**config.mk**
```make
export PLATFORM = sky130hd
export DESIGN_NAME = regfile_wr_arbiter_flat
export DESIGN_NICKNAME = d
export VERILOG_FILES = /design/src/rtl/regfile_wr_arbiter_pkg.sv /design/src/rtl/regfile_wr_arbiter_if.sv /design/src/rtl/regfile_wr_arbiter_reg_scoreboard.sv /design/src/rtl/regfile_wr_arbiter.sv /design/src/flat_wrapper.sv
export SDC_FILE = /design/constraint.sdc
export NUM_CORES = 1
export LEC_CHECK = 0
export ABC_AREA = 1
export CAP_MARGIN = 5
export CORE_UTILIZATION = 37
export DETAILED_ROUTE_END_ITERATION = 16
export PLACE_DENSITY = 0.82
export SYNTH_ARGS = -nofsm -noshare
export SYNTH_HDL_FRONTEND = slang
export SYNTH_SLANG_ARGS = --single-unit
```
**constraint.sdc**
```tcl
create_clock -name clk -period 1.15 [get_ports clk]
set_input_delay 0.23 -clock clk [delete_from_list [all_inputs] [get_ports clk]]
set_output_delay 0.23 -clock clk [all_outputs]
set_load 0.02 [all_outputs]
```
**src/rtl/regfile_wr_arbiter_pkg.sv**
```systemverilog
// regfile_wr_arbiter_pkg: shared register-file widths, types and helpers.
package regfile_wr_arbiter_pkg;
    localparam int REG_ADDR_W = 5;
    localparam int REG_DATA_W = 32;
    localparam int REG_NUM = 32;
    typedef logic [REG_ADDR_W-1:0] reg_addr_t;
    typedef logic [REG_DATA_W-1:0] reg_data_t;
    localparam reg_addr_t REG_ZERO = 5'd0;
    function automatic logic [REG_NUM-1:0] onehot(input reg_addr_t a);
        return REG_NUM'(1) << a;
    endfunction
endpackage

```
**src/rtl/regfile_wr_arbiter_if.sv**
```systemverilog
// regfile_wr_arbiter_if: pipeline, long-unit, scoreboard and regfile-port signals.
// RF_ARB_PERF_EN adds the perf_lu_wait/perf_hold counters.
interface regfile_wr_arbiter_if;
    import regfile_wr_arbiter_pkg::*;
    logic pipe_we;
    reg_addr_t pipe_waddr;
    reg_data_t pipe_wdata;
    logic pipe_hold;
    logic pend_set;
    reg_addr_t pend_addr;
    logic lu_valid;
    logic lu_ready;
    reg_addr_t lu_waddr;
    reg_data_t lu_wdata;
    logic [REG_NUM-1:0] busy_vec;
    logic rf_we;
    reg_addr_t rf_waddr;
    reg_data_t rf_wdata;
`ifdef RF_ARB_PERF_EN
    logic [31:0] perf_lu_wait;
    logic [31:0] perf_hold;
`endif
    modport master(
        output pipe_we, pipe_waddr, pipe_wdata, pend_set, pend_addr, lu_valid, lu_waddr, lu_wdata,
        input pipe_hold, lu_ready, busy_vec, rf_we, rf_waddr, rf_wdata
`ifdef RF_ARB_PERF_EN
        , input perf_lu_wait, perf_hold
`endif
    );
    modport slave(
        input pipe_we, pipe_waddr, pipe_wdata, pend_set, pend_addr, lu_valid, lu_waddr, lu_wdata,
        output pipe_hold, lu_ready, busy_vec, rf_we, rf_waddr, rf_wdata
`ifdef RF_ARB_PERF_EN
        , output perf_lu_wait, perf_hold
`endif
    );
endinterface

```
**src/rtl/regfile_wr_arbiter_reg_scoreboard.sv**
```systemverilog
// regfile_wr_arbiter_reg_scoreboard: pending-write bit per register; a set beats a same-cycle clear.
module regfile_wr_arbiter_reg_scoreboard
    import regfile_wr_arbiter_pkg::*;
(
    input logic clk,
    input logic resetn,
    input logic set,
    input reg_addr_t set_addr,
    input logic clr,
    input reg_addr_t clr_addr,
    output logic [REG_NUM-1:0] busy_vec
);
    logic [REG_NUM-1:0] set_mask;
    logic [REG_NUM-1:0] clr_mask;
    always_comb begin
        set_mask = (set && set_addr != REG_ZERO) ? onehot(set_addr) : '0;
        clr_mask = clr ? onehot(clr_addr) : '0;
    end
    always_ff @(posedge clk or negedge resetn)
        if (!resetn) busy_vec <= '0;
        else busy_vec <= (busy_vec & ~clr_mask) | set_mask;
    // Reissuing to a register whose long op is still outstanding is an issue-logic WAW bug.
    a_no_waw: assert property (@(posedge clk) disable iff (!resetn)
        !(set && set_addr != REG_ZERO && busy_vec[set_addr] && !(clr && clr_addr == set_addr)));
endmodule

```
**src/rtl/regfile_wr_arbiter.sv**
```systemverilog
// regfile_wr_arbiter: fixed-priority regfile write arbiter (pipeline over long unit) with
// starvation hold and pending-write scoreboard. RF_ARB_PERF_EN adds perf counters.
module regfile_wr_arbiter
    import regfile_wr_arbiter_pkg::*;
#(
    parameter int STARVE_LIMIT = 4,
    parameter int CNT_W = 3
) (
    input logic clk,
    input logic resetn,
    regfile_wr_arbiter_if.slave bus
);
    localparam logic [CNT_W-1:0] LIMIT = CNT_W'(STARVE_LIMIT);
    logic lu_hs;
    logic sel_we;
    reg_addr_t sel_addr;
    reg_data_t sel_data;
    logic [CNT_W-1:0] cnt;
    logic [CNT_W-1:0] cnt_nxt;
    assign bus.lu_ready = bus.lu_valid & ~bus.pipe_we;
    always_comb begin
        lu_hs = bus.lu_valid & bus.lu_ready;
        sel_we = bus.pipe_we | lu_hs;
        sel_addr = bus.pipe_we ? bus.pipe_waddr : bus.lu_waddr;
        sel_data = bus.pipe_we ? bus.pipe_wdata : bus.lu_wdata;
        cnt_nxt = (bus.lu_valid && !bus.lu_ready) ? ((cnt == LIMIT) ? cnt : cnt + CNT_W'(1)) : '0;
    end
    always_ff @(posedge clk or negedge resetn)
        if (!resetn) begin
            bus.rf_we <= 1'b0;
            bus.rf_waddr <= '0;
            bus.rf_wdata <= '0;
            bus.pipe_hold <= 1'b0;
            cnt <= '0;
        end else begin
            bus.rf_we <= sel_we && sel_addr != REG_ZERO;
            if (sel_we) begin
                bus.rf_waddr <= sel_addr;
                bus.rf_wdata <= sel_data;
            end
            cnt <= cnt_nxt;
            bus.pipe_hold <= cnt_nxt == LIMIT;
        end
    regfile_wr_arbiter_reg_scoreboard u_sb (
        .clk(clk),
        .resetn(resetn),
        .set(bus.pend_set),
        .set_addr(bus.pend_addr),
        .clr(lu_hs),
        .clr_addr(bus.lu_waddr),
        .busy_vec(bus.busy_vec)
    );
`ifdef RF_ARB_PERF_EN
    always_ff @(posedge clk or negedge resetn)
        if (!resetn) begin
            bus.perf_lu_wait <= '0;
            bus.perf_hold <= '0;
        end else begin
            if (bus.lu_valid && !bus.lu_ready) bus.perf_lu_wait <= bus.perf_lu_wait + 32'd1;
            if (bus.pipe_hold) bus.perf_hold <= bus.perf_hold + 32'd1;
        end
`endif
    // The pipeline still wins if it ignores pipe_hold, but that is a protocol violation.
    a_hold_respected: assert property (@(posedge clk) disable iff (!resetn) !(bus.pipe_we && bus.pipe_hold));
endmodule

```
**src/flat_wrapper.sv**
```systemverilog
// flat-port wrapper written by rule: the top's interface ports become plain ports
module regfile_wr_arbiter_flat import regfile_wr_arbiter_pkg::*;
#(
    parameter int STARVE_LIMIT = 4,
    parameter int CNT_W = 3
)
  (clk, resetn, bus_pipe_we, bus_pipe_waddr, bus_pipe_wdata, bus_pend_set, bus_pend_addr, bus_lu_valid, bus_lu_waddr, bus_lu_wdata, bus_pipe_hold, bus_lu_ready, bus_busy_vec, bus_rf_we, bus_rf_waddr, bus_rf_wdata);
  regfile_wr_arbiter_if bus_i ();
  input logic clk;
  input logic resetn;
  input wire logic [$bits(bus_i.pipe_we)-1:0] bus_pipe_we;
  input wire logic [$bits(bus_i.pipe_waddr)-1:0] bus_pipe_waddr;
  input wire logic [$bits(bus_i.pipe_wdata)-1:0] bus_pipe_wdata;
  input wire logic [$bits(bus_i.pend_set)-1:0] bus_pend_set;
  input wire logic [$bits(bus_i.pend_addr)-1:0] bus_pend_addr;
  input wire logic [$bits(bus_i.lu_valid)-1:0] bus_lu_valid;
  input wire logic [$bits(bus_i.lu_waddr)-1:0] bus_lu_waddr;
  input wire logic [$bits(bus_i.lu_wdata)-1:0] bus_lu_wdata;
  output wire logic [$bits(bus_i.pipe_hold)-1:0] bus_pipe_hold;
  output wire logic [$bits(bus_i.lu_ready)-1:0] bus_lu_ready;
  output wire logic [$bits(bus_i.busy_vec)-1:0] bus_busy_vec;
  output wire logic [$bits(bus_i.rf_we)-1:0] bus_rf_we;
  output wire logic [$bits(bus_i.rf_waddr)-1:0] bus_rf_waddr;
  output wire logic [$bits(bus_i.rf_wdata)-1:0] bus_rf_wdata;
  assign bus_i.pipe_we = bus_pipe_we;
  assign bus_i.pipe_waddr = bus_pipe_waddr;
  assign bus_i.pipe_wdata = bus_pipe_wdata;
  assign bus_i.pend_set = bus_pend_set;
  assign bus_i.pend_addr = bus_pend_addr;
  assign bus_i.lu_valid = bus_lu_valid;
  assign bus_i.lu_waddr = bus_lu_waddr;
  assign bus_i.lu_wdata = bus_lu_wdata;
  assign bus_pipe_hold = bus_i.pipe_hold;
  assign bus_lu_ready = bus_i.lu_ready;
  assign bus_busy_vec = bus_i.busy_vec;
  assign bus_rf_we = bus_i.rf_we;
  assign bus_rf_waddr = bus_i.rf_waddr;
  assign bus_rf_wdata = bus_i.rf_wdata;
  regfile_wr_arbiter #(.STARVE_LIMIT(STARVE_LIMIT), .CNT_W(CNT_W)) u_core (.clk(clk), .resetn(resetn), .bus(bus_i));
endmodule
```
==> out/metrics.yaml <==
outcome:
  outcome: "finished, final reports clean"
finish:
  drive_above_1_share: 0.243
  finish.utilization: 0.609
  area_delta_synth_final_pct: 58.9
  regArea_um2: 1850
  layout_common_cells: "nand2_1 (151), clkdlybuf4s50_1 (75), dfrtp_1 (74), buf_2 (58), nand3_1 (48)"
  antennaDiodeCount: 0
  nNetsFinal: 683
  multi_input_area_um2: 1360
  layout_commonest_cell: "nand2_1"
  fillerInstances: 766
sta:
  finalHoldViolCount: 0
  finalCritPeriodShare: 0.997
  fin_ws_ps: 3.42
  drv_slew: 0
  skew_ps: 3.76
  timing.fmax_mhz: 872
  min_period_ps: 1150
  rsz0062_at_grt: "true"
  max_slew_margin: 0.781
  setup_violations: 0
  worstMarginPinSlew_ps: 329
synthesis:
  yosys.area.top_type_share: 0.551
  async_reset_ff_frac: 1.00
  synth_area_um2: 3360
  yosysSeqAreaShare: 0.551
  synthCells: 410
  synth_seq_cells: 74
  syn_nets: 496
  yosysWarnings: 0
  ys_types: 25
  ys_top_cells_by_area: "dfrtp_1 (55%), nand2_1 (17%), nand3_1 (7.2%)"
  synth_edf_count: 0
  synth_ff_type: "dfrtp_1"
  synth_top_cell_by_area: "dfrtp_1"
  syn_avg_cell_area_um2: 8.19
setup_path:
  path_max_fanout: 2
  setup.worst_path.start: "u_core.u_sb.busy_vec[24]"
  cp_top_family: "flip-flops"
  rrSetupSlack_ps: 60
  crit_required_ps: 920
  path_cells: "buf_6"
  critPathCaptureType: "output port"
  cp_slowest_stage_delay_ps: 430
  r2r_end: "u_core.bus.pipe_hold"
  cpMaxStageDelayCell: "dfrtp_1"
  crit_buf_inv: 1
  criticalPathCategory: "register to output port"
  arrival_ps: 920
  setup.worst_path.start_class: "register"
  r2r_start: "u_core.cnt[0]"
  r2r_cells: 6
clock_tree:
  h-tree-depth: 3
  cts_tree: "built"
  cts_inserted_buffers: 9
  insertion_delay_ps: 330
  cts.sinks: 74
  cts_root_buf: "clkbuf_8"
  cts.path.max_buffers: 2
  clk_pin_slew_ps: 80
grt:
  grt_pass1_vias: 3475
  antenna_found_initial: 0
  grt_max_degree: 44
  groute.usage.overall: 0.227
  grt.overflow.total: 0
  grt_pass1_wl_um: 17300
pwr:
  p_per_area_nw_per_um2: 1430
  p_leak_nw: 2.57
  ir_drop_uv: 974
  p_total_w: 0.00761
route:
  first_pass_iters: 5
  drt-total-wl_um: 10900
  ant_nets: 0
  vias: 3562
  remaining_drc_errors: 0
  drt-initial-drc-count: 149
  wl_per_cell_um: 15.3
  via_per_inst: 5.02
floorplanning:
  floorplan.initialDensity: 0.383
  dieWidth_um: 97.3
  die-area_um2: 9460
  core_um2: 8760
  die_height_um: 97.3
  ios: 156
  std_cell_rows: 34
placement:
  dp_hpwl_um: 7950
  port_buffers: 155
  place_congestion: 0.906
  post-place-ws_ps: -555
worst_hold_path:
  hold_path_class: "input pin to async pin"
flow_run:
  max-cap-violations: 0
-- worst register-to-register path, stage by stage, from the launching register on --
cell and delay [ps]:
dfrtp_1 390, inv_1 60, ha_2 170, nand2_2 60
o21ai_1 50, a21oi_1 180, nor2_1 80
-- cell usage after synthesis (all sizes together) (2+ instances only) --
| cell type | count |
|---|---|
| nand2 | 153 |
| clkinv | 4 |
| and2 | 2 |
| dfrtp | 74 |
| o21ai | 50 |
| ha | 2 |
| inv | 17 |
| nand4 | 20 |
| nor3 | 3 |
| nand3 | 48 |
| nor2 | 11 |
| clkbuf | 6 |
| buf | 15 |
-- stage by stage --
step           std cells  hold WS [ps]  cell area [um2]  TNS [ps]
6_report             709           317             5340         0
5_1_grt              709           337             5340      -119
4_1_cts              703           310             5180         0
3_5_place_dp         687           143             5280    -33890
3_3_place_gp         687           140             5280    -31750
2_1_floorplan        410         -65.6             3360         0
-- cell type report --
cell class                      count  area share
Sequential cell                    74       0.347
Timing Repair Buffer              195       0.313
Multi-Input combinational cell    294       0.255
Clock buffer                       10      0.0258
Tap cell                          108      0.0253
Inverter                           21      0.0169
Clock inverter                      5      0.0148
Timing Repair inverter              2     0.00188
-- cell families after synthesis --
logic type,synth area share
buffers and inverters,0.0529
adders and majority gates,0.00745
and+or+nand+nor,0.310
DFF,0.551
AOI/OAI and AO/OA,0.0782
-- report_power, final --
group	switching (W)	internal, W
Combinational	0.00122	0.000950
Sequential	0.000242	0.00299
Clock	0.000940	0.00127
-- what timing repair did --
item,4_1_cts,5_1_grt
resized for setup,305,42
hold endpoints to repair,7,0
buffers inserted,0,4
gates cloned,0,2
pin swaps,1,2
setup endpoints to repair,144,38
hold buffers,1,0
-- worst max-delay path by stage --
stage / endpoint / slack (ps) / cells after the start
floorplan: u_core.cnt[2] / 20 / 3
global placement: bus_lu_ready / -550 / 4
detailed placement: bus_lu_ready / -550 / 4
CTS: bus_rf_wdata[28] / 3 / 1
global route: u_core.u_sb.busy_vec[2] / -30 / 6
finish: bus_busy_vec[24] / 3 / 1
-- registers in the layout, summed over array words and instances, names as in the netlist --
signal and flops:
u_core.bus.pipe_hold 1, u_core.bus.rf_waddr 5, u_core.bus.rf_wdata 32, u_core.bus.rf_we 1, u_core.cnt 3, u_core.u_sb.busy_vec 32
-- routing by layer --
layer  track usage  share of wire
met1         0.309           0.42
met2         0.375           0.50
met3        0.0345          0.061
met4        0.0690          0.017
met5             0              0
Note: power is estimated with default switching activity, not from simulation.
